<file path="config.mk">
export PLATFORM = sky130hd
export DESIGN_NAME = uart_cmd_parser
export DESIGN_NICKNAME = d
export VERILOG_FILES = /design/src/rtl/uart_cmd_parser.sv
export SDC_FILE = /design/constraint.sdc
export NUM_CORES = 1
export LEC_CHECK = 0
export BUFFER_PORTS_ARGS = -buffer_cell sky130_fd_sc_hd__buf_2
export CORE_AREA = 2 2 116 85
export CTS_CLUSTER_SIZE = 30
export DETAILED_ROUTE_END_ITERATION = 7
export DIE_AREA = 0 0 118 87
export PLACE_DENSITY = 0.76
export REMOVE_ABC_BUFFERS = 1
export SLEW_MARGIN = 20
export SYNTH_ARGS = -nofsm -noshare
export SYNTH_HDL_FRONTEND = slang
export SYNTH_SLANG_ARGS = --single-unit
</file>
<file path="constraint.sdc">
create_clock -name clk -period 4 [get_ports clk]
set_input_delay 0.4 -clock clk [delete_from_list [all_inputs] [get_ports clk]]
set_output_delay 0.4 -clock clk [all_outputs]
set_load 0.01 [all_outputs]
</file>
<file path="src/rtl/uart_cmd_parser.sv">
// uart_cmd_parser: pops bytes from the UART RX FIFO and parses framed commands
// (0xA5, CMD, LEN, payload, CSUM). Valid frames are executed as a START pulse
// or as a config-register write over a valid/ready handshake. Bad or stalled
// frames are dropped and flagged on frame_err/err_code.
module uart_cmd_parser #(
   parameter int unsigned TIMEOUT_CYCLES = 100000,
   parameter int unsigned MAX_LEN        = 8
) (
   input  logic        clk,
   input  logic        rst,
   input  logic [7:0]  rx_uart_data_fifo,
   input  logic        rx_uart_valid_fifo,
   output logic        rx_uart_ready_fifo,
   output logic        start_write_frame,
   output logic        cfg_valid,
   input  logic        cfg_ready,
   output logic [7:0]  cfg_addr,
   output logic [15:0] cfg_data,
   output logic        frame_err,
   output logic [1:0]  err_code,
   output logic        busy
);

   localparam int unsigned BYTE_W    = 8;
   localparam int unsigned ADDR_W    = 8;
   localparam int unsigned DATA_W    = 16;
   localparam int unsigned IDX_W     = 2;
   localparam int unsigned TMO_W     = $clog2(TIMEOUT_CYCLES);

   localparam logic [BYTE_W-1:0] SYNC_BYTE = 8'hA5;
   localparam logic [BYTE_W-1:0] CMD_WRITE = 8'h01;
   localparam logic [BYTE_W-1:0] CMD_START = 8'h02;
   localparam logic [BYTE_W-1:0] WRITE_LEN = 8'd3;
   localparam logic [BYTE_W-1:0] START_LEN = 8'd0;
   localparam logic [BYTE_W-1:0] LEN_LIMIT = BYTE_W'(MAX_LEN);
   localparam logic [TMO_W-1:0]  TMO_LAST  = TMO_W'(TIMEOUT_CYCLES - 1);

   localparam logic [1:0] ERR_CSUM    = 2'd0;
   localparam logic [1:0] ERR_CMD     = 2'd1;
   localparam logic [1:0] ERR_LEN     = 2'd2;
   localparam logic [1:0] ERR_TIMEOUT = 2'd3;

   typedef enum logic [2:0] {
      S_IDLE,
      S_CMD,
      S_LEN,
      S_PAYLOAD,
      S_CSUM,
      S_EXEC,
      S_CFG_WAIT
   } state_e;

   state_e              state_q, state_d;
   logic [BYTE_W-1:0]   cmd_q, cmd_d;
   logic [BYTE_W-1:0]   len_q, len_d;
   logic [BYTE_W-1:0]   sum_q, sum_d;
   logic [BYTE_W-1:0]   cnt_q, cnt_d;
   logic [IDX_W-1:0]    pidx_q, pidx_d;
   logic [ADDR_W-1:0]   pl_addr_q, pl_addr_d;
   logic [DATA_W-1:0]   pl_data_q, pl_data_d;
   logic [TMO_W-1:0]    tmo_q, tmo_d;
   logic                start_q, start_d;
   logic                cfg_valid_q, cfg_valid_d;
   logic [ADDR_W-1:0]   cfg_addr_q, cfg_addr_d;
   logic [DATA_W-1:0]   cfg_data_q, cfg_data_d;
   logic                frame_err_q, frame_err_d;
   logic [1:0]          err_code_q, err_code_d;
   logic                busy_q, busy_d;

   logic                accept_c;
   logic                counting_c;
   logic                timeout_c;

   // FIFO ready is decoded straight from state: parser takes bytes in all framing states
   always_comb begin
      rx_uart_ready_fifo = (state_q == S_IDLE) || (state_q == S_CMD) ||
                           (state_q == S_LEN)  || (state_q == S_PAYLOAD) ||
                           (state_q == S_CSUM);
   end

   assign accept_c          = rx_uart_valid_fifo && rx_uart_ready_fifo;
   assign counting_c        = (state_q == S_CMD) || (state_q == S_LEN) ||
                              (state_q == S_PAYLOAD) || (state_q == S_CSUM);

   assign start_write_frame = start_q;
   assign cfg_valid         = cfg_valid_q;
   assign cfg_addr          = cfg_addr_q;
   assign cfg_data          = cfg_data_q;
   assign frame_err         = frame_err_q;
   assign err_code          = err_code_q;
   assign busy              = busy_q;

   // Next-state, datapath and registered-output decode
   always_comb begin
      state_d     = state_q;
      cmd_d       = cmd_q;
      len_d       = len_q;
      sum_d       = sum_q;
      cnt_d       = cnt_q;
      pidx_d      = pidx_q;
      pl_addr_d   = pl_addr_q;
      pl_data_d   = pl_data_q;
      tmo_d       = '0;
      start_d     = 1'b0;
      cfg_valid_d = cfg_valid_q;
      cfg_addr_d  = cfg_addr_q;
      cfg_data_d  = cfg_data_q;
      frame_err_d = 1'b0;
      err_code_d  = err_code_q;
      timeout_c   = 1'b0;

      // Inter-byte timer: a byte in the expiry cycle takes priority over the timeout
      if (counting_c) begin
         if (accept_c) begin
            tmo_d = '0;
         end else if (tmo_q == TMO_LAST) begin
            timeout_c = 1'b1;
         end else begin
            tmo_d = tmo_q + 1'b1;
         end
      end

      case (state_q)
         S_IDLE: begin
            if (accept_c && (rx_uart_data_fifo == SYNC_BYTE)) begin
               state_d = S_CMD;
            end
         end
         S_CMD: begin
            if (accept_c) begin
               cmd_d   = rx_uart_data_fifo;
               sum_d   = rx_uart_data_fifo;
               state_d = S_LEN;
            end
         end
         S_LEN: begin
            if (accept_c) begin
               if (rx_uart_data_fifo > LEN_LIMIT) begin
                  frame_err_d = 1'b1;
                  err_code_d  = ERR_LEN;
                  state_d     = S_IDLE;
               end else begin
                  sum_d   = sum_q + rx_uart_data_fifo;
                  len_d   = rx_uart_data_fifo;
                  cnt_d   = rx_uart_data_fifo;
                  pidx_d  = '0;
                  state_d = (rx_uart_data_fifo == 8'd0) ? S_CSUM : S_PAYLOAD;
               end
            end
         end
         S_PAYLOAD: begin
            if (accept_c) begin
               sum_d = sum_q + rx_uart_data_fifo;
               case (pidx_q)
                  2'd0:    pl_addr_d        = rx_uart_data_fifo;
                  2'd1:    pl_data_d[15:8]  = rx_uart_data_fifo;
                  2'd2:    pl_data_d[7:0]   = rx_uart_data_fifo;
                  default: ;
               endcase
               if (pidx_q != 2'd3) begin
                  pidx_d = pidx_q + 2'd1;
               end
               cnt_d = cnt_q - 8'd1;
               if (cnt_q == 8'd1) begin
                  state_d = S_CSUM;
               end
            end
         end
         S_CSUM: begin
            if (accept_c) begin
               if (rx_uart_data_fifo != sum_q) begin
                  frame_err_d = 1'b1;
                  err_code_d  = ERR_CSUM;
                  state_d     = S_IDLE;
               end else if ((cmd_q != CMD_WRITE) && (cmd_q != CMD_START)) begin
                  frame_err_d = 1'b1;
                  err_code_d  = ERR_CMD;
                  state_d     = S_IDLE;
               end else if (((cmd_q == CMD_WRITE) && (len_q != WRITE_LEN)) ||
                            ((cmd_q == CMD_START) && (len_q != START_LEN))) begin
                  frame_err_d = 1'b1;
                  err_code_d  = ERR_LEN;
                  state_d     = S_IDLE;
               end else begin
                  if (cmd_q == CMD_WRITE) begin
                     cfg_valid_d = 1'b1;
                     cfg_addr_d  = pl_addr_q;
                     cfg_data_d  = pl_data_q;
                  end else begin
                     start_d = 1'b1;
                  end
                  state_d = S_EXEC;
               end
            end
         end
         S_EXEC: begin
            // A handshake already in this cycle completes the write here
            if (cmd_q == CMD_WRITE) begin
               if (cfg_ready) begin
                  cfg_valid_d = 1'b0;
                  state_d     = S_IDLE;
               end else begin
                  state_d = S_CFG_WAIT;
               end
            end else begin
               state_d = S_IDLE;
            end
         end
         S_CFG_WAIT: begin
            if (cfg_ready) begin
               cfg_valid_d = 1'b0;
               state_d     = S_IDLE;
            end
         end
         default: begin
            state_d = S_IDLE;
         end
      endcase

      if (timeout_c) begin
         frame_err_d = 1'b1;
         err_code_d  = ERR_TIMEOUT;
         state_d     = S_IDLE;
      end

      busy_d = (state_d != S_IDLE);
   end

   // State register
   always_ff @(posedge clk or negedge rst) begin
      if (!rst) begin
         state_q <= S_IDLE;
      end else begin
         state_q <= state_d;
      end
   end

   // Frame datapath and registered outputs
   always_ff @(posedge clk or negedge rst) begin
      if (!rst) begin
         cmd_q       <= '0;
         len_q       <= '0;
         sum_q       <= '0;
         cnt_q       <= '0;
         pidx_q      <= '0;
         pl_addr_q   <= '0;
         pl_data_q   <= '0;
         tmo_q       <= '0;
         start_q     <= 1'b0;
         cfg_valid_q <= 1'b0;
         cfg_addr_q  <= '0;
         cfg_data_q  <= '0;
         frame_err_q <= 1'b0;
         err_code_q  <= '0;
         busy_q      <= 1'b0;
      end else begin
         cmd_q       <= cmd_d;
         len_q       <= len_d;
         sum_q       <= sum_d;
         cnt_q       <= cnt_d;
         pidx_q      <= pidx_d;
         pl_addr_q   <= pl_addr_d;
         pl_data_q   <= pl_data_d;
         tmo_q       <= tmo_d;
         start_q     <= start_d;
         cfg_valid_q <= cfg_valid_d;
         cfg_addr_q  <= cfg_addr_d;
         cfg_data_q  <= cfg_data_d;
         frame_err_q <= frame_err_d;
         err_code_q  <= err_code_d;
         busy_q      <= busy_d;
      end
   end

endmodule

</file>
Word-level counts from Yosys, hierarchy flattened
Index checks and enable logic that the tools add are counted.
{"block": "totals", "ff_bits": 108, "in_bits": 12, "out_inout_bits": 31, "wordCells": 158}
{"block": "op_classes", "add_sub_neg": 4, "order_cmp": 1, "eq_ne": 33, "mux": 66, "bitwise_logic": 4, "reduce_logical": 33}
{"operator": "2-to-1 mux 8 bit", "count": 7}
{"operator": "2-to-1 mux 17 bit", "count": 3}
{"operator": "2-to-1 mux 3 bit", "count": 15}
{"operator": "case mux 8 bit (3 select lines)", "count": 1}
{"operator": "2-to-1 mux 1 bit", "count": 23}
{"operator": "2-to-1 mux 2 bit", "count": 11}
{"operator": "case mux 3 bit (7 select lines)", "count": 1}
{"operator": "inequality test 2 bit, second input constant", "count": 10}
{"operator": "adder 17 x 1 -> 17 bit, second input constant", "count": 1}
{"operator": "== test 17 bit, second input constant", "count": 1}
{"operator": "== test 8 x 1 -> 1 bit, second input constant", "count": 2}
{"operator": "inequality test 8 x 2 -> 1 bit, second input constant", "count": 2}
{"operator": "case mux 8 bit (2 select lines)", "count": 1}
{"operator": "AND reduction 5 bit", "count": 3}
{"operator": "AND reduction 3 bit", "count": 4}
{"operator": "nonzero test 3 bit", "count": 4}
{"operator": "== test 3 bit, second input constant", "count": 3}
{"operator": "adder 8 bit", "count": 1}
{"operator": "== test 8 x 2 -> 1 bit, second input constant", "count": 1}
{"operator": "== test 8 bit, second input constant", "count": 1}
{"operator": "> comparator 8 x 4 -> 1 bit, second input constant", "count": 1}
{"operator": "zero test 8 bit", "count": 1}
{"operator": "logical OR 1 bit", "count": 8}
{"operator": "inequality test 8 x 1 -> 1 bit, second input constant", "count": 1}
{"operator": "24 further kinds", "count": 35}

Depth between registers and ports, before layout
Gate-level depths: netlist (run 1).
{"block": "logic_depth", "ltp_word": 11, "mapped_depth": 8, "mapped_depth_nobuf": 8}

Worst setup path after synthesis (run 1)
OpenSTA, ideal clock, no wires.
{"block": "synth_path", "path_kind": "input -> register", "from": "input port rx_uart_data_fifo[5]", "to": "register cfg_data_q[10], in the netlist cfg_data[10]", "setup_time_ns": 0.125, "t_arrival_ns": 2.069, "t_required_ns": 3.875, "slack_ns": 1.807, "cell_stages": 7, "n_path_buf": 1, "path_cell_list": "ha_1 > nor4_1 > and3_1 > o2111ai_2 > nor2_4 > buf_6 > mux2_2"}
{"block": "synth_via", "elab_chain_cells": 3}
{"element": "start, declared", "line_no": "11", "source": "input logic [7:0] rx_uart_data_fifo,"}
{"element": "inequality test 8 bit", "line_no": "171", "source": "if (rx_uart_data_fifo != sum_q) begin"}
{"element": "inverter 1 bit (no line)"}
{"element": "AND reduction 6 bit (no line)"}
{"element": "end signal, assigned", "line_no": "268", "source": "cfg_data_q <= cfg_data_d;"}
{"element": "end, declared", "line_no": "65", "source": "logic [DATA_W-1:0] cfg_data_q, cfg_data_d;"}
Every way passes these cells.
A chain may end at the register's enable or synchronous reset.

Final worst setup path (run 1)
{"block": "layout_path", "from": "register sum_q[5]", "to": "register cfg_data_q[10], in the netlist cfg_data[10]"}
{"block": "layout_via", "elab_chain_cells": 3}
{"element": "start, declared", "line_no": "56", "source": "logic [BYTE_W-1:0] sum_q, sum_d;"}
{"element": "start signal, assigned", "line_no": "259", "source": "sum_q <= sum_d;"}
{"element": "inequality test 8 bit", "line_no": "171"}
{"element": "inverter 1 bit (no line)"}
{"element": "AND reduction 6 bit (no line)"}
Every way passes these cells.

==> impl_metrics.csv, run 1 <==
group,metric,value,unit
global_routing,grt_max_degree,62,
place,portBuffers,42,
power_and_ir_drop,p_switching,0.5495,mW
min_path,min_path_type,"in2async",
worst_setup_path,cp-start-kind,"register",
logic_synthesis,synth_top_cell_by_area,"dfrtp_1",
sta,rsz0062_at_grt,"no",
clock_tree,clk_latency,0.35,ns
die,die_h,87,microns
worst_setup_path,crit_required,4.23,ns
worst_setup_path,crit_chain,"ha_1 > nor4_1 > and3_1 > o2111ai_2 > nor2_4 > mux2_2",
global_routing,track_usage,23.37,%
power_and_ir_drop,p_per_area,373.4,nW/um^2
worst_setup_path,critPathBufInv,0,
worst_setup_path,end_kind,"register",
status,status,"complete, no violations",
die,start_util,57.71,%
die,dieArea,10270,sq um
global_routing,overflow,0,
worst_setup_path,cpPeakStageDelay,0.61,ns
die,rows,30,
sta,worst_slew_pin_slew,0.7381,ns
detailed_routing,dr_total_vias,3937,
detailed_routing,drc,0,
final_layout,final_layout_size_suffix_gt1_share,25.56,%
detailed_routing,post_drt_via_cell_ratio,5.965,
sta,relSlewSlack,50.79,%
clock_tree,post_cts_resized,0,
logic_synthesis,ys_seq_area_share,50.51,%
logic_synthesis,synthDistinctLibCells,70,
sta,finalSetupViolations,0,
worst_setup_path,crit_slowest_cell,"nor2_4",
sta,finalHoldViolations,0,
detailed_routing,drt_iter0_markers,326,
place,pre_cts_ws,1.109,ns
final_layout,area_delta_synth_final,11.48,%
run,cap_violations,0,
clock_tree,clk_path_buf_depth,2,
clock_tree,cts-hold-fix-buffers,0,
logic_synthesis,syn_area,5350,sq um
detailed_routing,ant_nets,0,
clock_tree,cts_tree,"yes",
logic_synthesis,ys.flop_type,"dfrtp_1",
final_layout,multiInputGateArea,2500,sq um
logic_synthesis,yosysTopAreaCellShare,50.51,%
sta,finalCritPeriodShare,67.22,%
logic_synthesis,synth-edff-count,0,
logic_synthesis,synth-warning-count,0,
detailed_routing,dr.pass1.iters,5,
worst_setup_path,cp_max_fo,24,
die,dieWidth,118,microns
clock_tree,clkTransAtPathRegs,0.07,ns
place,routabilityCongestion,0.9066,
final_layout,diodes,0,
clock_tree,numClockSinks,108,
worst_setup_path,crit_arrival,2.92,ns
power_and_ir_drop,vdd_drop_max,0.0001851,V
power_and_ir_drop,p_int,1.678,mW
logic_synthesis,async_flop_share,100.0,%
logic_synthesis,ys_top_cells_by_area,"dfrtp_1 51%, mux2_2 11%, ha_1 3.3%",
detailed_routing,wirelength,11.14,mm
clock_tree,htree_levels,3,
final_layout,nets,554,
sta,final.setup.worst_slack,1.311,ns
logic_synthesis,synth_cells,487,
final_layout,fillers,754,
sta,setup_tns,0,ns
place,dp_hpwl,7.736,mm
power_and_ir_drop,seq_power_share,51.0,%
sta,worst_clock_skew,0.01069,ns
sta,maxSlewViolCount,0,
final_layout,design_area,5964,sq um
sta,maxClockFrequency,371.9,MHz
power_and_ir_drop,combPwrFrac,8.9,%
detailed_routing,avgRoutedWirePerCell,16.88,microns
power_and_ir_drop,clkPwrFrac,40.2,%
power_and_ir_drop,p_leak,2.868,nW
clock_tree,cts-root-buf,"clkbuf_16",
die,io_pins,43,
die,core,9271,sq um
final_layout,seqCellArea,2703,sq um
worst_setup_path,cp_top_family,"simple AND/OR/NAND/NOR gates",
global_routing,antenna_found_initial,0,
clock_tree,cts_setup_buffers,0,
worst_setup_path,critPathKind,"reg2reg",
global_routing,grt_pass1_wl,19.12,mm
clock_tree,cts_buffers,9,
global_routing,grt_pass1_vias,3790,
place,dpl_cell_area,5662,sq um
sta,min_period,2.689,ns
logic_synthesis,avgSynthCellArea,10.99,sq um
power_and_ir_drop,switching_share,24.67,%
logic_synthesis,ys_ff_latch,108,
[layout by cell type, fill, tap and decap left out, drive strengths merged, types with 4 or more instances in the layout]
cell type / count
nor3b: 4
dfrtp: 108
buf: 47
and2: 6
or3: 10
a21oi: 23
and3: 11
nand4: 8
nor2b: 6
o21ai: 27
inv: 16
nor2: 47
a31oi: 10
nor3: 12
ha: 14
mux2: 52
xor2: 11
xnor2: 5
clkbuf: 9
nand3: 15
nand2: 27
nor4: 5
[layout make-up]
type | instances | area share (%)
clock buffers | 9 | 3.776
clock inverters | 7 | 1.238
inverters | 14 | 0.8811
multi-input cells | 347 | 41.91
flip-flops and latches | 108 | 45.31
well taps | 128 | 2.685
repair buffers | 47 | 4.196
[metrics by stage]
stage	cells	power [mW]	util [%]	hold WS (ns)
2_1_floorplan	469	1.274	-	0.1044
3_3_place_gp	644	1.343	61.07	0.4603
3_5_place_dp	644	1.350	61.07	0.4706
4_1_cts	660	2.242	64.29	0.1433
5_1_grt	660	2.313	64.33	0.1825
6_report	660	2.227	64.33	0.1287
[final timing paths]
kind / startpoint / end / slack [ns] / cells past startpoint
setup / recovery: sum_q[5] / cfg_data[10] / 1.31 / 6
hold / removal: rst / cfg_addr[1] / 0.13 / 1
setup reg to reg: sum_q[5] / cfg_data[10] / 1.31 / 6
hold reg to reg: pl_data_q[9] / pl_data_q[9] / 0.48 / 2
max in group asynchronous: rst / tmo_q[16] / 3.03 / 2
min in group clk: cfg_ready / state_q[2] / 0.37 / 3
[power by group through the flow]
| stage | Clock [mW] | Sequential [mW] | Combinational [mW] |
|---|---|---|---|
| after global placement | 0 | 1.15 | 0.189 |
| after global routing | 0.953 | 1.14 | 0.222 |
| final | 0.895 | 1.13 | 0.198 |
| after floorplan | 0 | 1.15 | 0.123 |
| after CTS | 0.911 | 1.13 | 0.197 |
| after detailed placement | 0 | 1.16 | 0.195 |
[state kept, by name, summed over array words and instances (netlist names), 3 cells and up]
register	cells
tmo_q	17
cmd_q	8
pl_addr_q	8
pl_data_q	16
cnt_q	8
sum_q	8
cfg_data	16
cfg_addr	8
state_q	3
len_q	8
[cells by family (layout without fill, tap and decap cells)]
family,count (synthesis),count (layout),synth area share [%]
compound gates,94,94,11.97
xor+xnor,16,16,2.619
flops,108,108,50.51
simple gates,167,167,16.91
buf+inv,32,77,2.830
fa+ha+maj,15,15,3.648
mux,55,55,11.51
[metal layers]
| layer | vias up | GRT usage, % | wire (microns) |
|---|---|---|---|
| met5 | - | 0 | 0 |
| met4 | 0 | 6.024 | 77 |
| met3 | 9 | 5.759 | 725 |
| met2 | 139 | 35.25 | 4893 |
| met1 | 1939 | 34.19 | 5441 |
| li1 | 1850 | - | - |
[synthesized netlist by cell type, types with 3 or more instances]
library cell / number
xnor2_1: 5
a22oi_1: 3
nand3_1: 14
clkbuf_1: 10
o22ai_1: 3
o21ai_0: 25
and3_1: 11
o21a_1: 3
nor4_1: 3
inv_1: 14
nor3_1: 12
a21oi_1: 23
or3_1: 10
nand4_1: 8
ha_1: 14
nand2b_1: 3
nor3b_1: 4
buf_6: 3
nor2_1: 45
dfrtp_1: 108
nor2b_1: 6
buf_2: 4
a31oi_1: 9
mux2i_1: 3
mux2_2: 51
xor2_1: 11
and2_2: 4
nand2_1: 26
No activity file was read; power rests on OpenSTA's default activity.
==> inputs of run 2 (changes only) <==
==> constraint.sdc (replaced) <==
create_clock -name clk -period 2.6 [get_ports clk]
set_input_delay 0.26 -clock clk [delete_from_list [all_inputs] [get_ports clk]]
set_output_delay 0.26 -clock clk [all_outputs]
set_load 0.01 [all_outputs]
==> run 2 against run 1 <==
Effect of this change:
- total power up 60%
- largest power group unchanged
- combinational power up 66%
- sequential share of layout area down 1.1 points
- utilization up 1.6 points
- non-clock buffer count up 12
- die area unchanged
- worst setup slack worse by 1.2 ns
- via count up 0.76%
- final area up 2.4%
- critical path depth up 1
==> impl_metrics.csv, run 2 (same netlist as run 1, synthesis figures left out) <==
group,metric,value,unit
status,status,"complete, no violations",
final_layout,largest_register_ffs,17,
sta,finalHoldViolations,0,
die,rows,30,
place,routabilityCongestion,0.9593,
sta,finalSetupViolations,0,
global_routing,grt-busiest-layer,"met2",
min_path,min_path_type,"in2reg",
die,start_util,57.71,%
sta,worst_clock_skew,0.009112,ns
worst_setup_path,crit_required,2.84,ns
clock_tree,post_cts_resized,0,
clock_tree,cts_buffers,9,
detailed_routing,dr.pass1.iters,5,
power_and_ir_drop,p_per_area,582.1,nW/um^2
place,portBuffers,42,
sta,final.setup.worst_slack,0.1578,ns
die,core,9271,sq um
die,die_h,87,microns
global_routing,antenna_found_initial,0,
final_layout,diodes,0,
worst_setup_path,crit_arrival,2.69,ns
final_layout,top_register,"tmo_q",
clock_tree,cts-root-buf,"clkbuf_16",
clock_tree,cts_setup_buffers,0,
sta,hold_ws,0.2364,ns
sta,worst_slew_pin_slew,0.6774,ns
global_routing,grt_pass1_wl,19.55,mm
global_routing,met3_usage,5.955,%
detailed_routing,drc,0,
sta,rsz0062_at_grt,"no",
sta,finalCritPeriodShare,93.93,%
detailed_routing,drt_iter0_markers,367,
detailed_routing,ant_nets,0,
final_layout,layout_common_cells,"108 x dfrtp_1, 51 x mux2_2, 45 x nor2_1, 41 x buf_2, 26 x nand2_1",
sta,relSlewSlack,54.71,%
global_routing,grt_max_degree,39,
sta,min_period,2.442,ns
place,dpl_cell_area,5769,sq um
detailed_routing,dr_total_vias,3967,
clock_tree,clk_path_buf_depth,2,
die,dieWidth,118,microns
final_layout,area_delta_synth_final,14.17,%
final_layout,nets,566,
clock_tree,cts-hold-fix-buffers,1,
clock_tree,clkTransAtPathRegs,0.07,ns
place,dp_cells,655,
worst_setup_path,cp-start-kind,"register",
final_layout,final_common_cell,"dfrtp_1",
final_layout,design_area,6108,sq um
worst_setup_path,cp_max_fo,24,
sta,maxSlewViolCount,0,
detailed_routing,post_drt_via_cell_ratio,5.903,
place,pre_cts_ws,0.1514,ns
power_and_ir_drop,vdd_drop_max,0.0003111,V
clock_tree,numClockSinks,108,
die,io_pins,43,
die,dieArea,10270,sq um
global_routing,grt_pass1_vias,3803,
global_routing,overflow,0,
detailed_routing,avgRoutedWirePerCell,17.60,microns
detailed_routing,wirelength,11.83,mm
global_routing,track_usage,24.40,%
global_routing,grt_util_met2,37.47,%
worst_setup_path,end_kind,"register",
clock_tree,clk_latency,0.36,ns
final_layout,final_layout_size_suffix_gt1_share,26.84,%
sta,maxClockFrequency,409.5,MHz
final_layout,fin_util,65.88,%
clock_tree,htree_levels,3,
global_routing,grt_util_met1,34.86,%
clock_tree,cts_tree,"yes",
power_and_ir_drop,p_leak,2.944,nW
run,cap_violations,0,
sta,setup_tns,0,ns
worst_setup_path,critPathKind,"reg2reg",
power_and_ir_drop,total_power,3.556,mW
final_layout,instances_no_fill,672,
place,dp_hpwl,8.458,mm
run 2: worst paths after layout:
| kind | start | end | slack [ns] | depth (start not counted) |
|---|---|---|---|---|
| min reg2reg | pl_addr_q[3] | pl_addr_q[3] | 0.49 | 2 |
| max reg2reg | sum_q[5] | cfg_data[12] | 0.16 | 7 |
| min in group asynchronous | rst | pl_data_q[8] | 0.40 | 2 |
| max | sum_q[5] | cfg_data[12] | 0.16 | 7 |
| max in group asynchronous | rst | cmd_q[7] | 1.55 | 3 |
| min | cfg_ready | state_q[2] | 0.24 | 3 |
run 2: power breakdown:
part           internal (mW)  switching [mW]  total [mW]  leakage, nW
combinational          0.122           0.206       0.329         1.31
clock                  0.856           0.625        1.48        0.155
sequential              1.72          0.0285        1.75         1.48
run 2: cell type report:
type,count,area [sq um]
repair buffers,59,367.9
clock buffers,10,229.0
inverters,14,52.55
clock inverters,6,96.34
flip-flops and latches,108,2703
multi-input cells,347,2500
fillers,709,3163
well taps,128,160.2
run 2: metal layers:
| layer | wire (microns) | vias to the layer above |
|---|---|---|
| li1 | - | 1875 |
| met1 | 5817 | 1948 |
| met2 | 5278 | 124 |
| met3 | 585 | 20 |
| met4 | 149 | 0 |
| met5 | 0 | - |
run 2: worst max-delay path, cell delays in order (launching register included):
cell	delay [ns]
dfrtp_1	0.39
ha_1	0.36
nor4_1	0.29
and3_1	0.32
o2111ai_2	0.22
nor2_4	0.18
buf_12	0.19
mux2_2	0.36
==> inputs of run 3 (changes only) <==
--- a/config.mk
+++ b/config.mk
@@ -11,7 +11,6 @@
 export DETAILED_ROUTE_END_ITERATION = 7
 export DIE_AREA = 0 0 118 87
 export PLACE_DENSITY = 0.76
-export REMOVE_ABC_BUFFERS = 1
 export SLEW_MARGIN = 20
 export SYNTH_ARGS = -nofsm -noshare
 export SYNTH_HDL_FRONTEND = slang
==> run 3 against run 2 <==
Effect of this change:
- the run now ends with negative hold slack left
- first-iteration DRC count increased by 2.2%
- total power increased by 0.64%
- cell count decreased by 0.15%
- register-to-register slack got worse by 0.08 ns
- worst setup slack got worse by 0.076 ns
- global-route usage decreased by 0.26 points
==> impl_metrics.csv, run 3 (same netlist as run 1, synthesis figures left out) <==
group,metric,value,unit
detailed_routing,wirelength,11.61,mm
final_layout,nets,565,
worst_setup_path,cpPeakStageDelay,0.39,ns
sta,setup_tns,0,ns
die,die_h,87,microns
final_layout,largest_register_ffs,17,
status,violations,"negative hold slack",
power_and_ir_drop,vdd_drop_max,0.0003566,V
sta,finalSetupViolations,0,
sta,worst_slew_pin_slew,0.7453,ns
worst_setup_path,regToRegStartpoint,"sum_q[5]",
clock_tree,clkTransAtPathRegs,0.08,ns
global_routing,grt_pass1_wl,19.45,mm
worst_setup_path,worst_r2r_path_depth,7,
global_routing,overflow,0,
worst_setup_path,end_kind,"register",
worst_setup_path,critPathBufInv,1,
detailed_routing,ant_nets,0,
place,dp_cells,655,
worst_setup_path,crit_arrival,2.75,ns
detailed_routing,dr_total_vias,3987,
logic_synthesis,syn_nets,514,
sta,min_period,2.518,ns
detailed_routing,drc,0,
power_and_ir_drop,p_leak,2.943,nW
global_routing,antenna_found_initial,0,
die,dieWidth,118,microns
worst_setup_path,r2r_slack,0.08,ns
clock_tree,htree_levels,3,
final_layout,diodes,0,
die,dieArea,10270,sq um
place,routabilityCongestion,0.8814,
worst_setup_path,cp-start-kind,"register",
status,status,"complete, but fails checks",
min_path,min_path_type,"in2async",
sta,hold_ws,-0.03347,ns
place,dp_hpwl,8.109,mm
die,start_util,57.71,%
global_routing,grt-busiest-layer,"met2",
final_layout,fillers,733,
die,rows,30,
clock_tree,cts_setup_buffers,0,
sta,relSlewSlack,50.31,%
global_routing,met3_usage,5.039,%
global_routing,grt_util_met2,37.79,%
run,cap_violations,0,
final_layout,top_register,"tmo_q",
detailed_routing,avgRoutedWirePerCell,17.30,microns
clock_tree,clk_latency,0.35,ns
final_layout,final_layout_size_suffix_gt1_share,27.26,%
detailed_routing,drt_iter0_markers,375,
worst_setup_path,crit_slowest_cell,"dfrtp_1",
sta,maxClockFrequency,397.1,MHz
final_layout,instances_no_fill,671,
power_and_ir_drop,total_power,3.578,mW
clock_tree,clk_path_buf_depth,2,
worst_setup_path,timing.rr.end,"cfg_data[2]",
clock_tree,cts-hold-fix-buffers,0,
final_layout,seqCellArea,2703,sq um
final_layout,layout_common_cells,"108 x dfrtp_1, 51 x mux2_2, 45 x nor2_1, 41 x buf_2, 26 x nand2_1",
final_layout,design_area,6105,sq um
clock_tree,cts_tree,"yes",
place,portBuffers,42,
sta,finalHoldViolations,53,
detailed_routing,post_drt_via_cell_ratio,5.942,
die,io_pins,43,
worst_setup_path,crit_chain,"ha_1 > nor4_1 > and3_2 > o2111ai_2 > nor2_4 > buf_12 > mux2_2",
sta,finalCritPeriodShare,96.86,%
clock_tree,cts-root-buf,"clkbuf_16",
final_layout,final_common_cell,"dfrtp_1",
sta,rsz0062_at_grt,"no",
global_routing,track_usage,24.14,%
power_and_ir_drop,p_per_area,586.2,nW/um^2
final_layout,area_delta_synth_final,14.10,%
global_routing,grt_util_met1,34.38,%
sta,worst_clock_skew,0.01221,ns
worst_setup_path,cp_top_family,"simple AND/OR/NAND/NOR gates",
detailed_routing,dr.pass1.iters,5,
worst_setup_path,crit_required,2.83,ns
worst_setup_path,crit_cells,7,
clock_tree,numClockSinks,108,
worst_setup_path,cp_max_fo,24,
final_layout,multiInputGateArea,2501,sq um
clock_tree,cts_buffers,9,
global_routing,grt_max_degree,60,
die,core,9271,sq um
global_routing,grt_pass1_vias,3853,
worst_setup_path,critPathKind,"reg2reg",
place,dpl_cell_area,5769,sq um
sta,maxSlewViolCount,0,
==> run 3: cell count changes in the layout (fill, tap and decap cells not counted), sizes merged <==
cell and change:
clkbuf -1, dlygate4sd3 -1, clkinv -1, inv +2
==> run 3: worst register-to-register path: stages (launching register included) <==
cell and delay [ns]:
dfrtp_1 0.39, ha_1 0.37, nor4_1 0.38, and3_2 0.32, o2111ai_2 0.21, nor2_4 0.18
buf_12 0.18, mux2_2 0.37
==> run 3: where the power goes <==
group	leakage (nW)	switching, mW	total, mW	internal [mW]
clock network	0.159	0.647	1.51	0.862
logic	1.31	0.204	0.325	0.121
registers	1.48	0.0279	1.74	1.72
==> run 3: worst max path at each step <==
| stage | to | slack, ns | from |
|---|---|---|---|
| floorplan | cfg_data[10] | 0.45 | sum_q[5] |
| global placement | cfg_addr[6] | 0.14 | rx_uart_data_fifo[5] |
| detailed placement | cfg_data[2] | 0.10 | rx_uart_data_fifo[5] |
| CTS | cfg_data[3] | 0.09 | sum_q[5] |
| global route | cfg_data[2] | 0.03 | sum_q[5] |
| finish | cfg_data[2] | 0.08 | sum_q[5] |
==> run 3: metrics by stage <==
stage,hold WS [ns],worst slack (ns),utilization (%)
CTS,0.005199,0.09148,65.79
global route,0.03273,0.03266,65.84
global placement,0.3709,0.1429,62.23
floorplan,-0.03559,0.4550,-
finish,-0.03347,0.08173,65.84
detailed placement,0.3796,0.1038,62.23
==> run 3: layout make-up <==
cell class              instances  area share, %
multi-input cells             347          40.97
repair buffers                 58          5.862
flip-flops and latches        108          44.27
clock buffers                   9          3.689
clock inverters                 7          1.722
well taps                     128          2.623
inverters                      14         0.8608
==> run 3: what timing repair did <==
action	in CTS	in global routing
setup endpoints to repair	0	8
gates resized for setup	0	1
endpoints found under the hold margin	0	0
==> run 3: layer usage <==
layer	wire [microns]	vias to the layer above	share of wire (%)
met5	0	-	0
met4	132	0	1.1
met3	655	11	5.6
met2	5315	119	46
met1	5507	1989	47
li1	-	1868	-
